File: src/rtl/arbitro_rr_3a1.sv
`default_nettype none
// ============================================================================
// Module   : arbitro_rr_3a1
// Brief    : Round-robin select generator for a 3-to-1 bus mux with bounded
//            bursts and a valid/ready handshake toward the mux consumer.
//            Optional transfer counter enabled by macro ARB_STATS_EN.
// Revision : 1.0 - initial release
// ============================================================================
module arbitro_rr_3a1 #(
  parameter int unsigned RAFAGA    = 4,
  parameter int unsigned ANCHO_CNT = 16
) (
  input  logic                 clk,
  input  logic                 rst,
  input  logic [2:0]           req,
  input  logic                 listo,
  output logic [1:0]           S,
  output logic                 valido,
  output logic [2:0]           ack,
  output logic                 ocupado
`ifdef ARB_STATS_EN
  ,
  output logic [ANCHO_CNT-1:0] total_tx
`endif
);

  typedef enum logic [0:0] {
    REPOSO   = 1'b0,
    OTORGADO = 1'b1
  } estado_t;

  // A burst continues while cnt < RAFAGA-1, i.e. cnt+1 < RAFAGA.
  localparam logic [3:0] c_rafaga_m1 = 4'(RAFAGA - 1);

  if ((RAFAGA < 1) || (RAFAGA > 15)) begin : g_rafaga_fuera_rango
    $error("arbitro_rr_3a1: RAFAGA must be within 1..15");
  end

  if (ANCHO_CNT < 1) begin : g_ancho_fuera_rango
    $error("arbitro_rr_3a1: ANCHO_CNT must be at least 1");
  end

  estado_t    estado_q, estado_d;
  logic [1:0] sel_q, sel_d;
  logic [1:0] ultimo_q, ultimo_d;
  logic       valido_q, valido_d;
  logic       ocupado_q, ocupado_d;
  logic [3:0] cnt_q, cnt_d;

  logic [2:0] w_sel_oh;
  logic       w_transfer;
  logic       w_req_sel;

  // Winner search starts one past the last served source and wraps mod 3.
  function automatic logic [1:0] f_ganador(input logic [2:0] r, input logic [1:0] ult);
    logic [1:0] g;
    g = 2'd0;
    case (ult)
      2'd0: begin
        if (r[1])      g = 2'd1;
        else if (r[2]) g = 2'd2;
        else           g = 2'd0;
      end
      2'd1: begin
        if (r[2])      g = 2'd2;
        else if (r[0]) g = 2'd0;
        else           g = 2'd1;
      end
      default: begin
        if (r[0])      g = 2'd0;
        else if (r[1]) g = 2'd1;
        else           g = 2'd2;
      end
    endcase
    return g;
  endfunction

  assign w_sel_oh   = {sel_q == 2'd2, sel_q == 2'd1, sel_q == 2'd0};
  assign w_transfer = valido_q & listo;
  assign w_req_sel  = |(req & w_sel_oh);

  assign ack     = {3{w_transfer}} & w_sel_oh;
  assign S       = sel_q;
  assign valido  = valido_q;
  assign ocupado = ocupado_q;

  always_ff @(posedge clk) begin
    if (rst) begin
      estado_q  <= REPOSO;
      sel_q     <= 2'd0;
      ultimo_q  <= 2'd2;
      valido_q  <= 1'b0;
      ocupado_q <= 1'b0;
      cnt_q     <= 4'd0;
    end else begin
      estado_q  <= estado_d;
      sel_q     <= sel_d;
      ultimo_q  <= ultimo_d;
      valido_q  <= valido_d;
      ocupado_q <= ocupado_d;
      cnt_q     <= cnt_d;
    end
  end

  always_comb begin
    estado_d  = estado_q;
    sel_d     = sel_q;
    ultimo_d  = ultimo_q;
    valido_d  = valido_q;
    ocupado_d = ocupado_q;
    cnt_d     = cnt_q;
    case (estado_q)
      REPOSO: begin
        if (req != 3'b000) begin
          sel_d     = f_ganador(req, ultimo_q);
          valido_d  = 1'b1;
          ocupado_d = 1'b1;
          cnt_d     = 4'd0;
          estado_d  = OTORGADO;
        end
      end
      OTORGADO: begin
        if (w_transfer) begin
          ultimo_d = sel_q;
          if (w_req_sel && (cnt_q < c_rafaga_m1)) begin
            cnt_d = cnt_q + 4'd1;
          end else if (req != 3'b000) begin
            // Rotation with no bubble; a lone requester simply re-wins.
            sel_d = f_ganador(req, sel_q);
            cnt_d = 4'd0;
          end else begin
            valido_d  = 1'b0;
            ocupado_d = 1'b0;
            cnt_d     = 4'd0;
            estado_d  = REPOSO;
          end
        end else if (!w_req_sel) begin
          // Source withdrew during a stall: drop the grant, keep ultimo.
          valido_d  = 1'b0;
          ocupado_d = 1'b0;
          cnt_d     = 4'd0;
          estado_d  = REPOSO;
        end
      end
      default: begin
        estado_d = REPOSO;
      end
    endcase
  end

`ifdef ARB_STATS_EN
  logic [ANCHO_CNT-1:0] total_q;

  always_ff @(posedge clk) begin
    if (rst) begin
      total_q <= '0;
    end else if (w_transfer && (total_q != {ANCHO_CNT{1'b1}})) begin
      total_q <= total_q + ANCHO_CNT'(1);
    end
  end

  assign total_tx = total_q;
`endif

endmodule
`default_nettype wire

File: config.mk
export PLATFORM = sky130hd
export DESIGN_NAME = arbitro_rr_3a1
export DESIGN_NICKNAME = d
export VERILOG_FILES = /design/src/rtl/arbitro_rr_3a1.sv
export SDC_FILE = /design/constraint.sdc
export NUM_CORES = 1
export LEC_CHECK = 0
export ABC_AREA = 1
export BUFFER_PORTS_ARGS = -buffer_cell sky130_fd_sc_hd__buf_2
export CAP_MARGIN = 20
export CORE_MARGIN = 5
export CORE_UTILIZATION = 45
export CTS_BUF_LIST = sky130_fd_sc_hd__clkbuf_16
export CTS_CLUSTER_SIZE = 30
export DETAILED_ROUTE_END_ITERATION = 8
export PLACE_DENSITY = 0.7
export SETUP_SLACK_MARGIN = 0.05
export SLEW_MARGIN = 20
export SYNTH_ARGS = -nofsm -noshare
export SYNTH_HDL_FRONTEND = slang
export SYNTH_SLANG_ARGS = --single-unit
File: constraint.sdc
create_clock -name clk -period 2.9 [get_ports clk]
set_clock_uncertainty 0.15 [all_clocks]
set_input_delay 0.29 -clock clk [delete_from_list [all_inputs] [get_ports clk]]
set_output_delay 0.29 -clock clk [all_outputs]
set_load 0.03 [all_outputs]
# Yosys cells after proc, flatten, opt, wreduce, memory -nomap -nowiden
# Cells that the tools add are included.
[totals]
output_inout_bits = 7
input_bits = 6
ff_bits = 10
wordCells = 59
[op_classes]
mux = 29
reduce_logical = 9
bitwise_logic = 4
add_sub_neg = 1
eq_ne = 10
order_cmp = 1
[ops]
columns = ["operator", "count"]
rows = [
  ["$mux 2", 9],
  ["$mux 4", 4],
  ["$pmux 2 s2", 3],
  ["$mux 1", 10],
  ["$ne 3x3->1 const B", 3],
  ["$pmux 4 s2", 1],
  ["$reduce_and 4->1", 2],
  ["$and 3x3->3", 2],
  ["$add 4x1->4 const B", 1],
  ["$eq 2x1->1 const B", 2],
  ["$logic_not 2->1", 2],
  ["$lt 4x2->1 const B", 1],
  ["$ne 2x1->1 const B", 2],
  ["$ne 2x2->1 const B", 2],
  ["$pmux 1 s2", 2],
  ["$reduce_and 2->1", 2],
  ["$reduce_bool 3->1", 1],
  ["$reduce_or 3->1", 1],
  ["$eq 2x2->1 const B", 1],
  ["$and 1x1->1", 1],
  ["$logic_and 1x1->1", 1],
  ["$not 1->1", 1],
]

# Depth between registers and ports, before layout
[logic_depth]
word_depth = 7
ltp_mapped = 9

# Worst setup path after synthesis
# Ideal clock, no wire load.
[synth_timing]
path_type = "register -> output"
start = "register sel_q[1] (netlist: S[1])"
end = "output port ack[2]"
n_path_buf = 1
stages_incl_launch_ff = 4
t_arrival_ns = 1.412
slack_ns = 1.048
cell_sequence = "dfxtp_1 -> buf_6 -> inv_4 -> nor3_1"
[synth_between]
elab_chain_cells = 2
[synth_rtl]
columns = ["item", "line", "source"]
rows = [
  ["from (decl)", "44", "logic [1:0] sel_q, sel_d;"],
  ["from (signal assigned)", "97", "sel_q <= sel_d;"],
  ["$eq 2x2->1", "78", "assign w_sel_oh = {sel_q == 2'd2, sel_q == 2'd1, sel_q == 2'd0};"],
  ["$and 3x3->3", "82", "assign ack = {3{w_transfer}} & w_sel_oh;"],
  ["to (decl)", "19", "output logic [2:0] ack,"],
]
# Every way passes these cells.

# Worst setup path in the final report
# Ends and elaborated chain as after synthesis.

==> impl_metrics.tcl <==
set metrics [dict create \
    result_of_the_run "finished clean" \
    core_mm2 0.00133 \
    ys_seq_elements 10 \
    worstHoldEndpoint "cnt_q[1]" \
    ys_types 22 \
    number_of_antenna_cells_inserted 0 \
    final-max-slew-violation-count 0 \
    worstRegToRegCells 7 \
    max_slew.worst_pin.slew_ns 0.437 \
    worst_hold_path.num_cells 2 \
    ff2ff_setup_slack_ns 1.40 \
    layout.core_utilization 0.583 \
    floorplan.die_area_mm2 0.00231 \
    length_of_routed_met3_wiring_um 82 \
    timing.hold.ws_ns 0.156 \
    setup-tns-final_ns 0 \
    synth_seq_area_share 0.308 \
    power.share.combinational 0.229 \
    worstSetupStartpointType "flop" \
    detail_route.iter0.violations 13 \
    timing.rr.end "S[1]" \
    slew_headroom 0.708 \
    pwr-share-seq 0.310 \
    grt_pass1_vias 578 \
    top_layer_used "met4" \
    drv_cap 0 \
    clock_sink_count 10 \
    critPathMaxFanout 10 \
    maxClockFrequency_mhz 582 \
    peakVddDrop_v 0.000570 \
    reg2reg_from "S[1]" \
    final_critical_path_setup_slack_ns 1.18 \
    cellLeakagePower_nw 0.374 \
    grt_overflow 0 \
    synth-async-reset-ratio 0 \
    required_worst_endpoint_ns 2.46 \
    finalWeightedCongestion 0.795 \
    synth.most_common_cell "sky130_fd_sc_hd__nand2_1" \
    placement_rows 13 \
    cts.repair.resized 0 \
    synth_top_cell_by_area "sky130_fd_sc_hd__dfxtp_1" \
    cts_htree_levels 1 \
    wl_met1_um 652 \
    cts-root-buf "sky130_fd_sc_hd__clkbuf_16" \
    synth_nets 103 \
    criticalPathCategory "reg2out" \
    number_of_enable_type_register_cells_in_the_synthesized_netlist 0 \
    p_sw_frac 0.299 \
    drt_drc_violations_left 0 \
    internal_power_uw 368 \
    num-fill-cells 135 \
    layout.cell_area.non_filler_um2 778 \
    ys_warn_count 0 \
    synthToLayoutAreaGrowth_pct 19.6 \
    ranking_of_synthesized_cells_by_area "sky130_fd_sc_hd__dfxtp_1 31%, sky130_fd_sc_hd__nand2_1 14%, sky130_fd_sc_hd__nand3_1 7.7%" \
    routed-via-count 641 \
    post_synth_most_frequent_cells "25 x sky130_fd_sc_hd__nand2_1, 10 x sky130_fd_sc_hd__dfxtp_1, 10 x sky130_fd_sc_hd__nand3_1" \
    synth.cell_area_um2 651 \
    pre_cts_slack_ns 1.40 \
    end_kind "output port" \
    finalHoldViolCount 0 \
    routed_wl_mm 1.39 \
    period_needed_ns 1.72 \
    ctsLongestPathBuffers 2 \
    placedInstanceArea_um2 699 \
    cp_data_arrival_time_ns 1.28 \
    place_hpwl_mm 1.05 \
    overall_die_width_um 48.0 \
    cts_inserted_buffers 3 \
    fin_nets 117 \
    met2WireLength_um 626 \
    grt_max_degree 11 \
    number_of_buffers_added_for_setup_after_cts 0 \
    setup-violations-final 0 \
    worst_hold_startpoint "rst" \
    post_synth.cell_area_avg_um2 6.78 \
    io-pin-count 13 \
    cts.reportedPaths.clkPinSlew_ns 0.04 \
    setup_repair_after_global_routing_missed_its_margin "no" \
    antenna_left 0 \
    power-per-cell-area_mw_per_mm2 674 \
    synth_flop_cell "sky130_fd_sc_hd__dfxtp_1" \
    first_pass_grt_wire_length_mm 2.34 \
    hold_class "in2reg" \
    io_buffers 12 \
    initial_utilization 0.488 \
    vias_per_cell 5.17 \
    gr-usage-all-layers 0.150 \
    synth_top_area_share 0.308 \
    synth_cells 96 \
    drt-pass1-iter-count 4 \
    final_min_period_over_clock_period 0.592 \
    die_outline_height_um 48.0 \
    worst_skew_pair.late_latency_ns 0.24 \
    cts_tree "done" \
    drive_above_1_share 0.275 \
    wl_per_cell_um 11.2 \
    cts_hold_buffers 0 \
    clockPowerShare 0.461 \
    grt_antenna_before_repair 0 \
    power.net_switching_uw 157 \
]
==> power groups by stage <==
stage | clock (mW) | combinational, mW | sequential [mW]
2_1_floorplan | 0 | 0.0915 | 0.169
6_report | 0.242 | 0.120 | 0.163
4_1_cts | 0.245 | 0.122 | 0.162
5_1_grt | 0.255 | 0.134 | 0.164
3_3_place_gp | 0 | 0.118 | 0.164
3_5_place_dp | 0 | 0.120 | 0.165
==> cells by family after synthesis <==
group | synth area share
flip-flops | 0.308
adder cells (fa/ha/maj) | 0.0192
buffers and inverters | 0.0962
AND/OR/NAND/NOR | 0.500
AO/OA/AOI/OAI | 0.0769
==> registers in the layout, summed over array words and instances (netlist names) <==
register and flops:
cnt_q 4, estado_q 1, S 2, ocupado 1, ultimo_q 2
==> placed cells by master, fill, tap and decap left out, types with 3 or more instances in the layout <==
cell                        netlist  layout
sky130_fd_sc_hd__nor2_2           3       3
sky130_fd_sc_hd__nor3_1           4       4
sky130_fd_sc_hd__nor2_1           9       9
sky130_fd_sc_hd__a21oi_1          8       8
sky130_fd_sc_hd__nand2_2          6       6
sky130_fd_sc_hd__inv_1            5       5
sky130_fd_sc_hd__nand2_1         25      25
sky130_fd_sc_hd__clkbuf_16        0       3
sky130_fd_sc_hd__buf_2            0      12
sky130_fd_sc_hd__dfxtp_1         10      10
sky130_fd_sc_hd__nand3_1         10      10
==> stage by stage <==
stage,instances,power (mW)
after floorplan,96,0.261
after global placement,120,0.283
after detailed placement,120,0.285
after CTS,124,0.529
after global routing,124,0.554
final,124,0.525
==> layer usage <==
metal  vias to the layer above  track usage
li1                        344            -
met1                       279        0.164
met2                        14        0.253
met3                         4       0.0602
met4                         0       0.0645
met5                         -            0
==> layout make-up <==
cell class / instances / area, um^2 / area share
Clock buffer: 3 / 75.1 / 0.0965
Clock inverter: 1 / 3.75 / 0.00482
Inverter: 8 / 32.5 / 0.0418
Multi-Input combinational cell: 75 / 388 / 0.498
Sequential cell: 10 / 200 / 0.257
Tap cell: 15 / 18.8 / 0.0241
Timing Repair Buffer: 12 / 60.1 / 0.0772
==> worst max-delay path: stages, from the launching register on <==
cell and delay [ns]:
sky130_fd_sc_hd__dfxtp_1 0.58, sky130_fd_sc_hd__inv_4 0.07, sky130_fd_sc_hd__nor3_1 0.17, sky130_fd_sc_hd__buf_2 0.22
==> worst max path at each step <==
stage	startpoint	to	slack, ns	cells after the start
4_1_cts	S[1]	ack[2]	1.19	3
5_1_grt	S[1]	ack[2]	1.11	3
3_5_place_dp	S[1]	S[1]	1.40	7
6_report	S[1]	ack[2]	1.18	3
2_1_floorplan	S[1]	ack[2]	1.05	3
3_3_place_gp	S[1]	S[1]	1.44	7
No activity file was read; power rests on OpenSTA's default activity.
